<file path="src/rtl/multicycle_control_unit.sv">
// -----------------------------------------------------------------------------
// multicycle_control_unit
// Moore FSM controller for the multi-cycle RV32I datapath. Each instruction is
// stepped through fetch / decode / execute / memory / writeback over a shared
// ALU and a unified memory. Memory accesses use a req/ready handshake guarded
// by a wait watchdog. Illegal opcodes and memory timeouts park the FSM in a
// sticky TRAP state until reset. Retired instructions are pulsed and counted.
//
// Ports
//   i_clk             clock, all state changes on the rising edge
//   i_reset           synchronous active-high reset
//   i_opcode[6:0]     instr[6:0] from the instruction register
//   i_branch_taken    branch comparator result
//   i_mem_ready       memory completes the current request this cycle
//   o_mem_req         memory access request
//   o_mem_we          memory write enable (meaningful with o_mem_req)
//   o_addr_sel        memory address: 0=PC, 1=ALUOut
//   o_ir_write        load IR and latch oldPC
//   o_pc_write        PC update strobe
//   o_reg_write       register file write
//   o_alu_src_a[1:0]  00=PC, 01=oldPC, 10=rs1
//   o_alu_src_b[1:0]  00=rs2, 01=imm, 10=constant 4
//   o_alu_op[1:0]     00=add, 01=branch compare, 10=R funct, 11=I funct
//   o_result_src[1:0] 00=ALUOut, 01=mem data, 10=ALU result
//   o_state[3:0]      current state encoding (debug)
//   o_trap            sticky fault flag
//   o_trap_cause      0=illegal opcode, 1=memory timeout
//   o_instr_retired   one-cycle pulse per completed instruction
//   o_retired_count   running retired-instruction count (wraps)
//
// state    | meaning
// ---------+-----------------------------------------------------------
// FETCH    | read instruction at PC, PC+4 computed, IR/PC load on ready
// DECODE   | ALUOut <= oldPC + imm (branch/jump target), dispatch
// MEMADR   | ALUOut <= rs1 + imm (load/store address)
// MEMREAD  | load access at ALUOut, wait for ready
// MEMWB    | write load data to rd, retire
// MEMWRITE | store access at ALUOut, retire on ready
// EXECR    | R-type ALU operation
// EXECI    | I-type ALU operation
// ALUWB    | write ALUOut to rd, retire
// BRANCH   | compare rs1/rs2, PC <= target when taken, retire
// JUMP     | PC <= oldPC + imm (jal)
// JALR     | PC <= rs1 + imm (jalr)
// LINK     | rd <= oldPC + 4, retire
// TRAP     | fault, all strobes low, held until reset
// -----------------------------------------------------------------------------
module multicycle_control_unit #(
    parameter int MEM_TIMEOUT  = 16,
    parameter int RETIRE_CNT_W = 32
) (
    input  logic                    i_clk,
    input  logic                    i_reset,
    input  logic [6:0]              i_opcode,
    input  logic                    i_branch_taken,
    input  logic                    i_mem_ready,
    output logic                    o_mem_req,
    output logic                    o_mem_we,
    output logic                    o_addr_sel,
    output logic                    o_ir_write,
    output logic                    o_pc_write,
    output logic                    o_reg_write,
    output logic [1:0]              o_alu_src_a,
    output logic [1:0]              o_alu_src_b,
    output logic [1:0]              o_alu_op,
    output logic [1:0]              o_result_src,
    output logic [3:0]              o_state,
    output logic                    o_trap,
    output logic                    o_trap_cause,
    output logic                    o_instr_retired,
    output logic [RETIRE_CNT_W-1:0] o_retired_count
);

    typedef enum logic [3:0] {
        S_FETCH    = 4'd0,
        S_DECODE   = 4'd1,
        S_MEMADR   = 4'd2,
        S_MEMREAD  = 4'd3,
        S_MEMWB    = 4'd4,
        S_MEMWRITE = 4'd5,
        S_EXECR    = 4'd6,
        S_EXECI    = 4'd7,
        S_ALUWB    = 4'd8,
        S_BRANCH   = 4'd9,
        S_JUMP     = 4'd10,
        S_JALR     = 4'd11,
        S_LINK     = 4'd12,
        S_TRAP     = 4'd15
    } state_t;

    // Counter only needs to reach MEM_TIMEOUT-1.
    localparam int WAIT_W = (MEM_TIMEOUT > 1) ? $clog2(MEM_TIMEOUT) : 1;
    localparam logic [WAIT_W-1:0] WAIT_LAST =
        WAIT_W'((MEM_TIMEOUT > 0) ? MEM_TIMEOUT - 1 : 0);

    state_t                  r_state;
    logic [WAIT_W-1:0]       r_wait_cnt;
    logic                    r_trap;
    logic                    r_trap_cause;
    logic [RETIRE_CNT_W-1:0] r_retired_count;

    logic w_mem_state;
    logic w_timeout;
    logic w_retire;

    assign w_mem_state = (r_state == S_FETCH) || (r_state == S_MEMREAD) ||
                         (r_state == S_MEMWRITE);

    // A ready in the last allowed cycle completes the transfer instead.
    assign w_timeout = (MEM_TIMEOUT > 0) && w_mem_state && !i_mem_ready &&
                       (r_wait_cnt == WAIT_LAST);

    assign w_retire = (r_state == S_MEMWB) || (r_state == S_ALUWB) ||
                      (r_state == S_BRANCH) || (r_state == S_LINK) ||
                      ((r_state == S_MEMWRITE) && i_mem_ready);

    always_ff @(posedge i_clk) begin
        if (i_reset) begin
            r_state         <= S_FETCH;
            r_wait_cnt      <= '0;
            r_trap          <= 1'b0;
            r_trap_cause    <= 1'b0;
            r_retired_count <= '0;
        end else begin
            if (w_retire)
                r_retired_count <= r_retired_count + 1'b1;

            // Waiting is the only way to stay in a memory state, so clearing
            // on ready/timeout also covers the clear-on-state-change rule.
            if ((MEM_TIMEOUT > 0) && w_mem_state && !i_mem_ready && !w_timeout)
                r_wait_cnt <= r_wait_cnt + 1'b1;
            else
                r_wait_cnt <= '0;

            case (r_state)
                S_FETCH: begin
                    if (i_mem_ready) begin
                        r_state <= S_DECODE;
                    end else if (w_timeout) begin
                        r_state      <= S_TRAP;
                        r_trap       <= 1'b1;
                        r_trap_cause <= 1'b1;
                    end
                end
                S_DECODE: begin
                    case (i_opcode)
                        7'b0000011,
                        7'b0100011: r_state <= S_MEMADR;
                        7'b0110011: r_state <= S_EXECR;
                        7'b0010011: r_state <= S_EXECI;
                        7'b1100011: r_state <= S_BRANCH;
                        7'b1101111: r_state <= S_JUMP;
                        7'b1100111: r_state <= S_JALR;
                        default: begin
                            r_state      <= S_TRAP;
                            r_trap       <= 1'b1;
                            r_trap_cause <= 1'b0;
                        end
                    endcase
                end
                S_MEMADR:
                    r_state <= i_opcode[5] ? S_MEMWRITE : S_MEMREAD;
                S_MEMREAD, S_MEMWRITE: begin
                    if (i_mem_ready) begin
                        r_state <= (r_state == S_MEMREAD) ? S_MEMWB : S_FETCH;
                    end else if (w_timeout) begin
                        r_state      <= S_TRAP;
                        r_trap       <= 1'b1;
                        r_trap_cause <= 1'b1;
                    end
                end
                S_MEMWB, S_ALUWB, S_BRANCH, S_LINK:
                    r_state <= S_FETCH;
                S_EXECR, S_EXECI:
                    r_state <= S_ALUWB;
                S_JUMP, S_JALR:
                    r_state <= S_LINK;
                S_TRAP:
                    r_state <= S_TRAP;
                default: begin
                    r_state      <= S_TRAP;
                    r_trap       <= 1'b1;
                    r_trap_cause <= 1'b0;
                end
            endcase
        end
    end

    always_comb begin
        o_mem_req       = 1'b0;
        o_mem_we        = 1'b0;
        o_addr_sel      = 1'b0;
        o_ir_write      = 1'b0;
        o_pc_write      = 1'b0;
        o_reg_write     = 1'b0;
        o_alu_src_a     = 2'b00;
        o_alu_src_b     = 2'b00;
        o_alu_op        = 2'b00;
        o_result_src    = 2'b00;
        o_instr_retired = w_retire;

        case (r_state)
            S_FETCH: begin
                o_mem_req    = 1'b1;
                o_alu_src_b  = 2'b10;
                o_result_src = 2'b10;
                o_ir_write   = i_mem_ready;
                o_pc_write   = i_mem_ready;
            end
            S_DECODE: begin
                o_alu_src_a = 2'b01;
                o_alu_src_b = 2'b01;
            end
            S_MEMADR: begin
                o_alu_src_a = 2'b10;
                o_alu_src_b = 2'b01;
            end
            S_MEMREAD: begin
                o_mem_req  = 1'b1;
                o_addr_sel = 1'b1;
            end
            S_MEMWB: begin
                o_reg_write  = 1'b1;
                o_result_src = 2'b01;
            end
            S_MEMWRITE: begin
                o_mem_req  = 1'b1;
                o_mem_we   = 1'b1;
                o_addr_sel = 1'b1;
            end
            S_EXECR: begin
                o_alu_src_a = 2'b10;
                o_alu_op    = 2'b10;
            end
            S_EXECI: begin
                o_alu_src_a = 2'b10;
                o_alu_src_b = 2'b01;
                o_alu_op    = 2'b11;
            end
            S_ALUWB: begin
                o_reg_write = 1'b1;
            end
            S_BRANCH: begin
                o_alu_src_a = 2'b10;
                o_alu_op    = 2'b01;
                o_pc_write  = i_branch_taken;
            end
            S_JUMP: begin
                o_alu_src_a  = 2'b01;
                o_alu_src_b  = 2'b01;
                o_result_src = 2'b10;
                o_pc_write   = 1'b1;
            end
            S_JALR: begin
                o_alu_src_a  = 2'b10;
                o_alu_src_b  = 2'b01;
                o_result_src = 2'b10;
                o_pc_write   = 1'b1;
            end
            S_LINK: begin
                o_alu_src_a  = 2'b01;
                o_alu_src_b  = 2'b10;
                o_result_src = 2'b10;
                o_reg_write  = 1'b1;
            end
            default: ;
        endcase

        // Reset takes effect on the outputs immediately, not at the edge.
        if (i_reset) begin
            o_mem_req       = 1'b0;
            o_mem_we        = 1'b0;
            o_addr_sel      = 1'b0;
            o_ir_write      = 1'b0;
            o_pc_write      = 1'b0;
            o_reg_write     = 1'b0;
            o_alu_src_a     = 2'b00;
            o_alu_src_b     = 2'b00;
            o_alu_op        = 2'b00;
            o_result_src    = 2'b00;
            o_instr_retired = 1'b0;
        end
    end

    assign o_state         = r_state;
    assign o_trap          = r_trap;
    assign o_trap_cause    = r_trap_cause;
    assign o_retired_count = r_retired_count;

endmodule

</file>
<file path="config.mk">
export PLATFORM = sky130hd
export DESIGN_NAME = multicycle_control_unit
export DESIGN_NICKNAME = d
export VERILOG_FILES = /design/src/rtl/multicycle_control_unit.sv
export SDC_FILE = /design/constraint.sdc
export NUM_CORES = 1
export LEC_CHECK = 0
export BUFFER_PORTS_ARGS = -buffer_cell sky130_fd_sc_hd__clkbuf_2
export CAP_MARGIN = 10
export CORE_ASPECT_RATIO = 0.6
export CORE_UTILIZATION = 56
export DETAILED_ROUTE_END_ITERATION = 10
export MAX_ROUTING_LAYER = met4
export PLACE_DENSITY = 0.84
export SLEW_MARGIN = 30
export SYNTH_ARGS = -nofsm -noshare
export SYNTH_HDL_FRONTEND = slang
export SYNTH_SLANG_ARGS = --single-unit
</file>
<file path="constraint.sdc">
create_clock -name i_clk -period 3.85 [get_ports i_clk]
set_clock_uncertainty 0.15 [all_clocks]
set_input_delay 0.1925 -clock i_clk [delete_from_list [all_inputs] [get_ports i_clk]]
set_output_delay 0.1925 -clock i_clk [all_outputs]
set_load 0.02 [all_outputs]
</file>
== Word level (Yosys, flattened, before mapping) ==
Cells that the tools add are included.
Word-level totals
  memories kept: 0
  latch bits: 0
  bits in writable memories: 0
  output and inout bits: 53
  bits in registers: 42
  ROM bits: 0
  word-level logic and storage cells: 96
Operators by class
  multiplexer cells: 34
  divide/modulo/power cells: 0
  shift operators: 0
  multipliers: 0
  $lt $le $gt $ge: 0
  eq/ne operators: 24
  reductions and logical operators: 29
  add/sub/neg operators: 2
  bitwise logic cells: 2
Operators by type and width (number)
  32-bit by 1-bit adder with 32-bit output, second input constant: 1
  4-bit equality test, second input constant: 7
  4-bit one-hot mux with 7 select lines: 1
  4-bit one-hot mux with 6 select lines: 1
  7-bit equality test, second input constant: 3
  4-bit by 3-bit equality test with 1-bit output, second input constant: 4
  1-bit 2-to-1 mux: 16
  7-bit by 6-bit equality test with 1-bit output, second input constant: 2
  4-bit 2-to-1 mux: 3
  2-bit one-hot mux with 2 select lines: 3
  2-bit OR reduction: 6
  10-bit OR reduction: 1
  5-bit OR reduction: 2
  1-bit one-hot mux with 3 select lines: 3
  3-bit OR reduction: 3
  4-bit by 2-bit equality test with 1-bit output, second input constant: 2
  2-bit 2-to-1 mux: 4
  4-bit OR reduction: 2
  7-bit by 2-bit equality test with 1-bit output, second input constant: 1
  7-bit by 5-bit equality test with 1-bit output, second input constant: 1
  7-bit OR reduction: 1
  1-bit logical OR: 6
  3-bit 2-to-1 mux: 2
  2-bit one-hot mux with 3 select lines: 1
  9 further kinds: 15

== Logic depth before layout (Yosys ltp) ==
Gate-level depths: netlist of run 1.
  depth in word-level cells: 9
  mapped depth: 7
  depth with buffers taken out: 6

== Least setup slack after synthesis of run 1 ==
OpenSTA, ideal clock, no wires.
  path kind: reg-to-output
  start point: register r_state[1] (netlist: o_state[1])
  end point: output port o_addr_sel
  stages on the path, launching flop included: 5
  data required time: 3.507 ns
  slack: 1.790 ns
  data arrival time: 1.718 ns
  cell sequence: dfxtp_1 -> clkbuf_1 -> clkbuf_1 -> xnor2_1 -> nor3_1
On the way
  longest elaborated chain between the ends: 4
RTL lines
  start: declaration: line 96  | state_t r_state;
  start signal: assignment: line 162  | r_state <= i_opcode[5] ? S_MEMWRITE : S_MEMREAD;
  start signal: assignment: line 165  | r_state <= (r_state == S_MEMREAD) ? S_MEMWB : S_FETCH;
  4-bit by 2-bit equality test with 1-bit output or 4-bit by 3-bit equality test with 1-bit output (tied branches): line 202  | case (r_state)
  2-bit OR reduction (no source line) *
  1-bit 2-to-1 mux *: line 202
  1-bit 2-to-1 mux *: line 270  | if (i_reset) begin
  end: declaration: line 59  | output logic o_addr_sel,
Mark *: on every way between the ends. The rest lies on a longest branch, timed or not.

== Final worst setup path of run 1 ==
  start point: register r_state[3] (netlist: o_state[3])
  end point: output port o_instr_retired
On the way
  longest elaborated chain between the ends: 6
RTL lines
  4-bit by 3-bit equality test with 1-bit output or 4-bit equality test (tied branches): line 113  | assign w_retire = (r_state == S_MEMWB) || (r_state == S_ALUWB) ||
  1-bit logical OR (2 in series): line 113
  1-bit logical OR: line 114  | (r_state == S_BRANCH) || (r_state == S_LINK) ||
  1-bit logical OR *: line 114
  1-bit 2-to-1 mux *: line 270
  end: declaration: line 70  | output logic o_instr_retired,
Marks and branches as above.

==> flow_metrics.tcl, run 1 <==
set metrics [dict create \
    run_status "complete, no violations" \
    worst_pin_slew_ns 0.883 \
    design.core.area_sq_um 3870 \
    max-slew-margin-rel 0.411 \
    cap_viol_max_count 0 \
    boundaryPins 64 \
    total_standard_cell_area_after_synthesis_sq_um 2380 \
    overflow 0 \
    worst-setup-path-type "reg -> out" \
    grt_first_pass_wirelength_mm 9.70 \
    dpl.cell_count 407 \
    maximum_number_of_pins_on_one_net_before_global_route_repair 48 \
    ys_dominant_reg_cell "dfxtp_1" \
    cts-root-to-sink-buffers 2 \
    ir_drop_mv 0.398 \
    cts.sinks 42 \
    period_minus_slack_ns 2.56 \
    endpoint_kind "output port" \
    die_h_um 52.5 \
    p_r_area_growth_vs_syn_pct 17.3 \
    timing.final.ws_setup_ns 1.29 \
    commonest_non_fill_non_tap_cells_in_the_layout "clkbuf_2 (63), nor2_1 (49), dfxtp_1 (42)" \
    postSynth.asyncResetShare 0 \
    synth.net_count 315 \
    number_of_antenna_violations_at_the_first_check_in_global_routing 0 \
    die_width_um 86.2 \
    synth_edf_count 0 \
    whs_ns 0.184 \
    drt.antenna.violating_nets 0 \
    synthesis.area_per_instance_sq_um 7.88 \
    sequential_cell_area_fraction_in_the_yosys_report 0.353 \
    arrival_ns 2.21 \
    drt_pre_antenna_iters 5 \
    leading_cell_type_in_the_layout_fill_and_taps_excluded "clkbuf_2" \
    routed_wirelength_normalized_by_instance_count_um 14.6 \
    maxClockFrequency_ghz 0.391 \
    placement.setup.worst_slack_ns 1.46 \
    clkLatencyLatePin_ns 0.29 \
    io_buffer_count 63 \
    min-delay-path-class "in -> reg" \
    setup_slack_of_the_worst_register_to_register_path_ns 1.38 \
    fillCellCount 338 \
    power.leakage_uw 0.00119 \
    hold_buffer_count_at_cts 0 \
    routed_wl_mm 6.06 \
    rsz0062_at_grt "false" \
    fp-row-count 17 \
    fp.dieArea_sq_um 4530 \
    layout.nets 370 \
    place_congestion 0.983 \
    maximum_fanout_along_the_worst_path 22 \
    viasPerCell 5.83 \
    finalHoldViolCount 0 \
    ys_ff_latch 42 \
    number_of_warnings_issued_by_yosys 0 \
    start_util 0.615 \
    dr.first_iter.drc_count 278 \
    postCtsResizedCells 0 \
    antenna-diode-count 0 \
    totalNegativeSetupSlack_ns 0 \
    postCtsSetupRepairBufs 0 \
    cp_data_required_time_ns 3.51 \
    detailedPlacementHpwl_mm 4.50 \
    crit_path_start_kind "flop" \
    drv_slew 0 \
    worst_setup_hold_path_clk_slew_ns 0.08 \
    grtUsageTotal 0.290 \
    min_period_over_period 0.664 \
    vias 2413 \
    post_synth_inst_count 302 \
    cts_inserted_buffers 5 \
    cts_max_level 2 \
    grt_pass1_vias 1987 \
    design_power_total_uw 1410 \
    cts_tree "done" \
    powerDensity_nw_per_um2 505 \
    setup_viols_final 0 \
    cts_root_buf "clkbuf_8" \
    final_instance_count_without_filler_cells 414 \
    synth.distinct_cells 44 \
    drc 0 \
    final_layout_size_suffix_gt1_frac 0.227 \
]
through the flow:
stage / utilization / cell area, sq um
finish: 0.721 / 2790
global route: 0.721 / 2790
CTS: 0.721 / 2790
detailed placement: 0.701 / 2710
global placement: 0.701 / 2710
floorplan: - / 2380
cell type report:
cell class	instances	area, sq um	share of cell area
well taps	57	71.3	0.0255
flip-flops and latches	42	841	0.301
inverters	7	26.3	0.00941
repair buffers	65	330	0.118
clock inverters	2	10.0	0.00358
clock buffers	5	68.8	0.0246
multi-input cells	236	1450	0.517
cell families after synthesis:
group	Yosys count	synth area share
compound gates	49	0.142
xor+xnor	32	0.118
buf+inv	24	0.0399
simple gates	151	0.328
fa+ha+maj	2	0.0105
mux	2	0.00841
flops	42	0.353
power breakdown:
part	leakage (uW)	internal, uW	switching, uW
Clock	0.0000438	122	145
Sequential	0.000339	469	114
Combinational	0.000808	214	346
Total	0.00119	805	606
critical path, stage by stage (launching register included):
cell and delay [ns]:
dfxtp_1 0.77, o21ba_2 0.27, a21boi_0 0.51, and2_1 0.21, clkbuf_2 0.16
cell usage after synthesis, types with 2 or more instances:
master | instances | share of area
nor2_1 | 49 | 0.077
dfxtp_1 | 42 | 0.35
xor2_1 | 23 | 0.085
nand2_1 | 20 | 0.032
a21oi_1 | 14 | 0.029
nand3_1 | 14 | 0.029
nand4_1 | 13 | 0.034
and3_1 | 11 | 0.029
clkbuf_1 | 11 | 0.017
o21ai_0 | 11 | 0.023
xnor2_1 | 9 | 0.033
and4_1 | 8 | 0.029
inv_1 | 7 | 0.011
and2_1 | 6 | 0.016
nor3_1 | 6 | 0.013
or3_1 | 5 | 0.013
a211oi_1 | 4 | 0.013
buf_2 | 4 | 0.0084
nand2b_1 | 4 | 0.011
nor2b_1 | 4 | 0.011
nor4_1 | 4 | 0.011
or2_2 | 4 | 0.011
o31ai_1 | 3 | 0.0095
a21boi_0 | 2 | 0.0063
a31oi_1 | 2 | 0.0053
buf_1 | 2 | 0.0032
ha_1 | 2 | 0.011
mux2i_1 | 2 | 0.0084
final timing paths:
path | startpoint | end | cells after the start
setup / recovery | o_state[3] | o_instr_retired | 4
setup reg to reg | o_state[3] | o_retired_count[31] | 6
hold / removal | i_mem_ready | o_state[1] | 4
hold reg to reg | r_wait_cnt[0] | r_wait_cnt[0] | 1
sequential cells by signal, summed over array words and instances (netlist names):
| signal | count |
|---|---|
| o_trap_cause | 1 |
| r_wait_cnt | 4 |
| o_state | 4 |
| o_trap | 1 |
| o_retired_count | 32 |
routing by layer:
layer	global-route usage	share of wire	wire length, um	up-vias
li1	-	-	-	1173
met1	0.439	0.52	3160	1101
met2	0.381	0.38	2300	132
met3	0.0756	0.093	561	7
met4	0.0528	0.0051	31	0
met5	-	0	0	-
No activity file was read; power rests on OpenSTA's default activity.
==> run 2, diff against run 1 <==
--- a/config.mk
+++ b/config.mk
@@ -8,10 +8,10 @@
 export BUFFER_PORTS_ARGS = -buffer_cell sky130_fd_sc_hd__clkbuf_2
 export CAP_MARGIN = 10
 export CORE_ASPECT_RATIO = 0.6
-export CORE_UTILIZATION = 56
+export CORE_UTILIZATION = 52
 export DETAILED_ROUTE_END_ITERATION = 10
 export MAX_ROUTING_LAYER = met4
-export PLACE_DENSITY = 0.84
+export PLACE_DENSITY = 0.79
 export SLEW_MARGIN = 30
 export SYNTH_ARGS = -nofsm -noshare
 export SYNTH_HDL_FRONTEND = slang
==> constraint.sdc (replaced) <==
create_clock -name i_clk -period 2.5 [get_ports i_clk]
set_clock_uncertainty 0.15 [all_clocks]
set_input_delay 0.125 -clock i_clk [delete_from_list [all_inputs] [get_ports i_clk]]
set_output_delay 0.125 -clock i_clk [all_outputs]
set_load 0.02 [all_outputs]
==> run 2 against run 1 <==
Sequential share of layout area is 0.72 points lower. Cell count up 2.2%. First-iteration DRC count fell by 39%. Cell area up 2.5%. Sequential cell count unchanged. Non-clock buffer count is 5 higher. Power up 64%. Worst hold slack worse by 0.098 ns. Combinational power up 74%. Die area grew 7.5%. Largest power group is now combinational cells. Register-to-register slack worse by 1.0 ns. Via count is 1.7% lower.
==> flow_metrics.tcl, run 2 (synthesized netlist as in run 1, its figures left out) <==
set metrics [dict create \
    run_status "complete, no violations" \
    drt_pre_antenna_iters 4 \
    largest_register_ffs 32 \
    die_width_um 89.4 \
    min-delay-path-class "in -> reg" \
    maximum_number_of_pins_on_one_net_before_global_route_repair 45 \
    setup_slack_of_the_worst_register_to_register_path_ns 0.37 \
    routed_wirelength_normalized_by_instance_count_um 14.5 \
    drv_slew 0 \
    postCtsResizedCells 0 \
    arrival_ns 2.07 \
    cts.sinks 42 \
    postCtsSetupRepairBufs 0 \
    period_minus_slack_ns 2.34 \
    worst_setup_hold_path_clk_slew_ns 0.08 \
    worst-setup-path-type "reg -> out" \
    min_period_over_period 0.937 \
    area.sequential_sq_um 841 \
    grtUsageTotal 0.272 \
    max-slew-margin-rel 0.557 \
    timing.critical_path.slowest_stage_cell "a21boi_0" \
    number_of_antenna_violations_at_the_first_check_in_global_routing 0 \
    fillCellCount 373 \
    cp_data_required_time_ns 2.23 \
    power.leakage_uw 0.00123 \
    grt_pass1_vias 1893 \
    cts-root-to-sink-buffers 2 \
    fp-row-count 18 \
    cap_viol_max_count 0 \
    start_util 0.559 \
    fp.dieArea_sq_um 4860 \
    detailed_place.area_sq_um 2760 \
    drc 0 \
    area_of_the_multi_input_gates_sq_um 1450 \
    layout.nets 375 \
    r2r.worst_path.cells 5 \
    hold_depth 4 \
    die_h_um 54.4 \
    place_congestion 0.944 \
    rsz0062_at_grt "false" \
    drt.antenna.violating_nets 0 \
    commonest_non_fill_non_tap_cells_in_the_layout "clkbuf_2 (63), nor2_1 (49), dfxtp_1 (42)" \
    cts_tree "done" \
    worstReg2RegStart "o_state[1]" \
    crit_path_start_kind "flop" \
    setup_viols_final 0 \
    hold_buffer_count_at_cts 0 \
    cts_inserted_buffers 5 \
    dr.first_iter.drc_count 170 \
    powerDensity_nw_per_um2 810 \
    overflow 0 \
    boundaryPins 64 \
    critPathMaxStageDelay_ns 0.54 \
    detailedPlacementHpwl_mm 4.47 \
    worst_pin_slew_ns 0.664 \
    totalNegativeSetupSlack_ns 0 \
    maximum_fanout_along_the_worst_path 16 \
    p_r_area_growth_vs_syn_pct 20.2 \
    cts_max_level 2 \
    hold-path-endpoint "o_state[1]" \
    cts_root_buf "clkbuf_8" \
    design.core.area_sq_um 4260 \
    r2r_end "o_retired_count[28]" \
    vias 2371 \
    io_buffer_count 63 \
    finalHoldViolCount 0 \
    path_cells "o21ba_2 -> a21boi_0 -> and2_1 -> clkbuf_2" \
    maxClockFrequency_ghz 0.427 \
    ir_drop_mv 0.472 \
    final_layout_size_suffix_gt1_frac 0.234 \
    holdCritStartpoint "i_mem_ready" \
    endpoint_kind "output port" \
    clkLatencyLatePin_ns 0.29 \
    leading_cell_type_in_the_layout_fill_and_taps_excluded "clkbuf_2" \
    fin_area_sq_um 2860 \
    viasPerCell 5.61 \
    routed_wl_mm 6.12 \
    grt_first_pass_wirelength_mm 9.56 \
    antenna-diode-count 0 \
]
==> run 2: worst max path at each step <==
| stage | start | endpoint | slack, ns | depth (start not counted) |
|---|---|---|---|---|
| floorplan | o_state[1] | o_addr_sel | 0.51 | 4 |
| global placement | o_state[1] | o_retired_count[30] | 0.53 | 5 |
| CTS | o_state[1] | o_instr_retired | 0.17 | 4 |
| detailed placement | o_state[1] | o_retired_count[28] | 0.40 | 5 |
| global route | o_state[1] | o_instr_retired | 0.007 | 4 |
| finish | o_state[1] | o_instr_retired | 0.16 | 4 |
==> run 2: worst max-delay path: cells and delay by family, from the launching register on <==
kind                   cells  cell delay [ns]
AOI/OAI and AO/OA          2             0.89
buffers and inverters      1             0.17
DFF                        1             0.50
and+or+nand+nor            1             0.23
==> run 2: area by class of cell <==
cell class,count,share of cell area
tap,60,0.0262
timing repair buffer,70,0.129
inverter,7,0.00918
clock inverter,1,0.0105
sequential,42,0.294
clock buffer,7,0.0267
multi-input combinational,236,0.505
==> run 2: per-stage QoR <==
step | setup WS, ns | total power [uW] | utilization | hold slack, ns | cells
finish | 0.157 | 2320 | 0.672 | 0.0864 | 423
global route | 0.00727 | 2460 | 0.672 | 0.113 | 423
CTS | 0.173 | 2310 | 0.672 | 0.0716 | 423
detailed placement | 0.401 | 1790 | 0.647 | 0.297 | 415
global placement | 0.531 | 1780 | 0.647 | 0.282 | 415
floorplan | 0.507 | 1520 | - | 0.140 | 302
==> run 2: report_power, final <==
part	switching, uW	internal [uW]	leakage (uW)
Sequential	92.1	723	0.000339
Clock	232	299	0.0000524
Combinational	613	361	0.000834
==> run 2: metal layers <==
layer	routed length, um	vias up	global-route usage
li1	-	1193	-
met1	3260	1087	0.414
met2	2390	86	0.360
met3	441	5	0.0679
met4	25	0	0.0317
met5	0	-	-
==> run 3, diff against run 2 <==
==> constraint.sdc (replaced) <==
create_clock -name i_clk -period 2.5 [get_ports i_clk]
set_clock_uncertainty 0.15 [all_clocks]
set_input_delay 0 -clock i_clk [delete_from_list [all_inputs] [get_ports i_clk]]
set_output_delay 0 -clock i_clk [all_outputs]
set_load 0.02 [all_outputs]
==> run 3 against run 2 <==
Cell count rose by 0.47%. Sequential share of layout area fell by 0.20 points. Clock power fell by 2%. Critical endpoint is now o_retired_count[28]. Fmax rose by 10%. Critical path type is now in -> reg. Worst hold slack got worse by 0.077 ns. Non-clock buffer count rose by 2. Largest power group unchanged.
==> flow_metrics.tcl, run 3 (synthesized netlist as in run 1, its figures left out) <==
set metrics [dict create \
    timing.critical_path.depth 7 \
    setup_slack_of_the_worst_register_to_register_path_ns 0.52 \
    maximum_number_of_pins_on_one_net_before_global_route_repair 30 \
    cap_viol_max_count 0 \
    min_period_over_period 0.850 \
    min-delay-path-class "in -> reg" \
    powerDensity_nw_per_um2 806 \
    r2r.worst_path.cells 6 \
    maxClockFrequency_ghz 0.470 \
    worst_pin_slew_ns 0.763 \
    finalHoldViolCount 0 \
    place_congestion 0.921 \
    final_layout_size_suffix_gt1_frac 0.233 \
    met1_length_mm 3.17 \
    vias 2373 \
    dr_wl_met3_um 418 \
    drv_slew 0 \
    drt_pre_antenna_iters 4 \
    cts_inserted_buffers 5 \
    timing.critical_path.slowest_stage_cell "dlygate4sd3_1" \
    viasPerCell 5.58 \
    ir_drop_mv 0.695 \
    run_status "complete, no violations" \
    grt_first_pass_wirelength_mm 9.75 \
    dr.first_iter.drc_count 245 \
    antenna-diode-count 0 \
    design_power_total_uw 2320 \
    rsz0062_at_grt "false" \
    cp.buffers_inverters 2 \
    largest_register_ffs 32 \
    p_r_area_growth_vs_syn_pct 21.0 \
    critPathMaxStageDelay_ns 0.53 \
    cts.sinks 42 \
    grt_pass1_vias 2038 \
    routed.top_layer "met3" \
    met2_wirelength_mm 2.42 \
    holdCritStartpoint "i_reset" \
    cts_max_level 2 \
    grtUsageTotal 0.272 \
    cp_data_required_time_ns 2.53 \
    crit_path_start_kind "input pin" \
    power.leakage_uw 0.00123 \
    design.core.area_sq_um 4260 \
    worstReg2RegStart "o_state[2]" \
    number_of_antenna_violations_at_the_first_check_in_global_routing 0 \
    drt.antenna.violating_nets 0 \
    path_cells "dlygate4sd3_1 -> clkbuf_2 -> nor2b_1 -> o2111ai_1 -> nor4_1 -> xnor2_1 -> nor2_1" \
    cts-root-to-sink-buffers 2 \
    endpoint_kind "flop" \
    drc 0 \
    totalNegativeSetupSlack_ns 0 \
    r2r_end "r_wait_cnt[0]" \
    routed_wirelength_normalized_by_instance_count_um 14.1 \
    clkLatencyLatePin_ns 0.29 \
    commonest_non_fill_non_tap_cells_in_the_layout "clkbuf_2 (63), nor2_1 (49), dfxtp_1 (42)" \
    period_minus_slack_ns 2.13 \
    max-slew-margin-rel 0.491 \
    layout.nets 377 \
    routed_wl_mm 6.01 \
    worst-setup-path-type "in -> reg" \
    setup_viols_final 0 \
    overflow 0 \
    io_buffer_count 63 \
    die_h_um 54.4 \
    postCtsSetupRepairBufs 0 \
    start_util 0.559 \
    die_width_um 89.4 \
    cts_root_buf "clkbuf_8" \
    hold-path-endpoint "o_retired_count[6]" \
    maximum_fanout_along_the_worst_path 9 \
    fp-row-count 18 \
    fp.dieArea_sq_um 4860 \
    worst_setup_hold_path_clk_slew_ns 0.08 \
    finish.utilization 0.677 \
    boundaryPins 64 \
    detailedPlacementHpwl_mm 4.38 \
    arrival_ns 2.15 \
    hold_depth 2 \
    cts_tree "done" \
    leading_cell_type_in_the_layout_fill_and_taps_excluded "clkbuf_2" \
    cpLargestDelayFamily "simple AND/OR/NAND/NOR gates" \
]
==> run 3: repair_timing <==
item | in CTS | in global routing
endpoints found under the hold margin | 2 | 0
hold buffers | 2 | 0
resized for setup | 0 | 0
==> run 3: power by group <==
part	total, uW	internal [uW]	switching, uW
registers	787	723	63.9
logic	1010	362	652
clock network	523	299	224
==> run 3: routing by layer <==
metal | vias to the layer above | global-route usage
li1 | 1192 | -
met1 | 1101 | 0.399
met2 | 80 | 0.373
met3 | 0 | 0.0679
met4 | 0 | 0.0529
met5 | - | -
==> run 3: cell type report <==
cell class              count  area, sq um
clock buffers               7         76.3
clock inverters             1         30.0
fillers                   376         1380
inverters                   7         26.3
multi-input cells         236         1450
flip-flops and latches     42          841
well taps                  60         75.1
repair buffers             72          388
==> run 3: per-stage QoR <==
| stage | instance area [sq um] | setup WS, ns | hold WS, ns | cells |
|---|---|---|---|---|
| 2_1_floorplan | 2380 | 0.563 | 0.0145 | 302 |
| 3_3_place_gp | 2760 | 0.624 | 0.265 | 415 |
| 3_5_place_dp | 2760 | 0.570 | 0.260 | 415 |
| 4_1_cts | 2880 | 0.454 | 0.00939 | 425 |
| 5_1_grt | 2880 | 0.195 | 0.0319 | 425 |
| 6_report | 2880 | 0.374 | 0.00911 | 425 |
==> run 3: worst max-delay path by stage <==
stage,endpoint,slack [ns],start
after floorplan,o_retired_count[31],0.56,o_retired_count[9]
after global placement,o_retired_count[28],0.62,o_retired_count[0]
after detailed placement,o_retired_count[28],0.57,o_retired_count[0]
after CTS,o_retired_count[28],0.45,i_mem_ready
after global routing,o_retired_count[28],0.19,i_mem_ready
final,o_retired_count[28],0.37,i_mem_ready
==> run 3: worst register-to-register path: cells and delay by family (launching register included) <==
family / cells / cell delay, ns
AOI/OAI and AO/OA: 1 / 0.50
buffers and inverters: 2 / 0.37
and+or+nand+nor: 3 / 0.51
DFF: 1 / 0.36
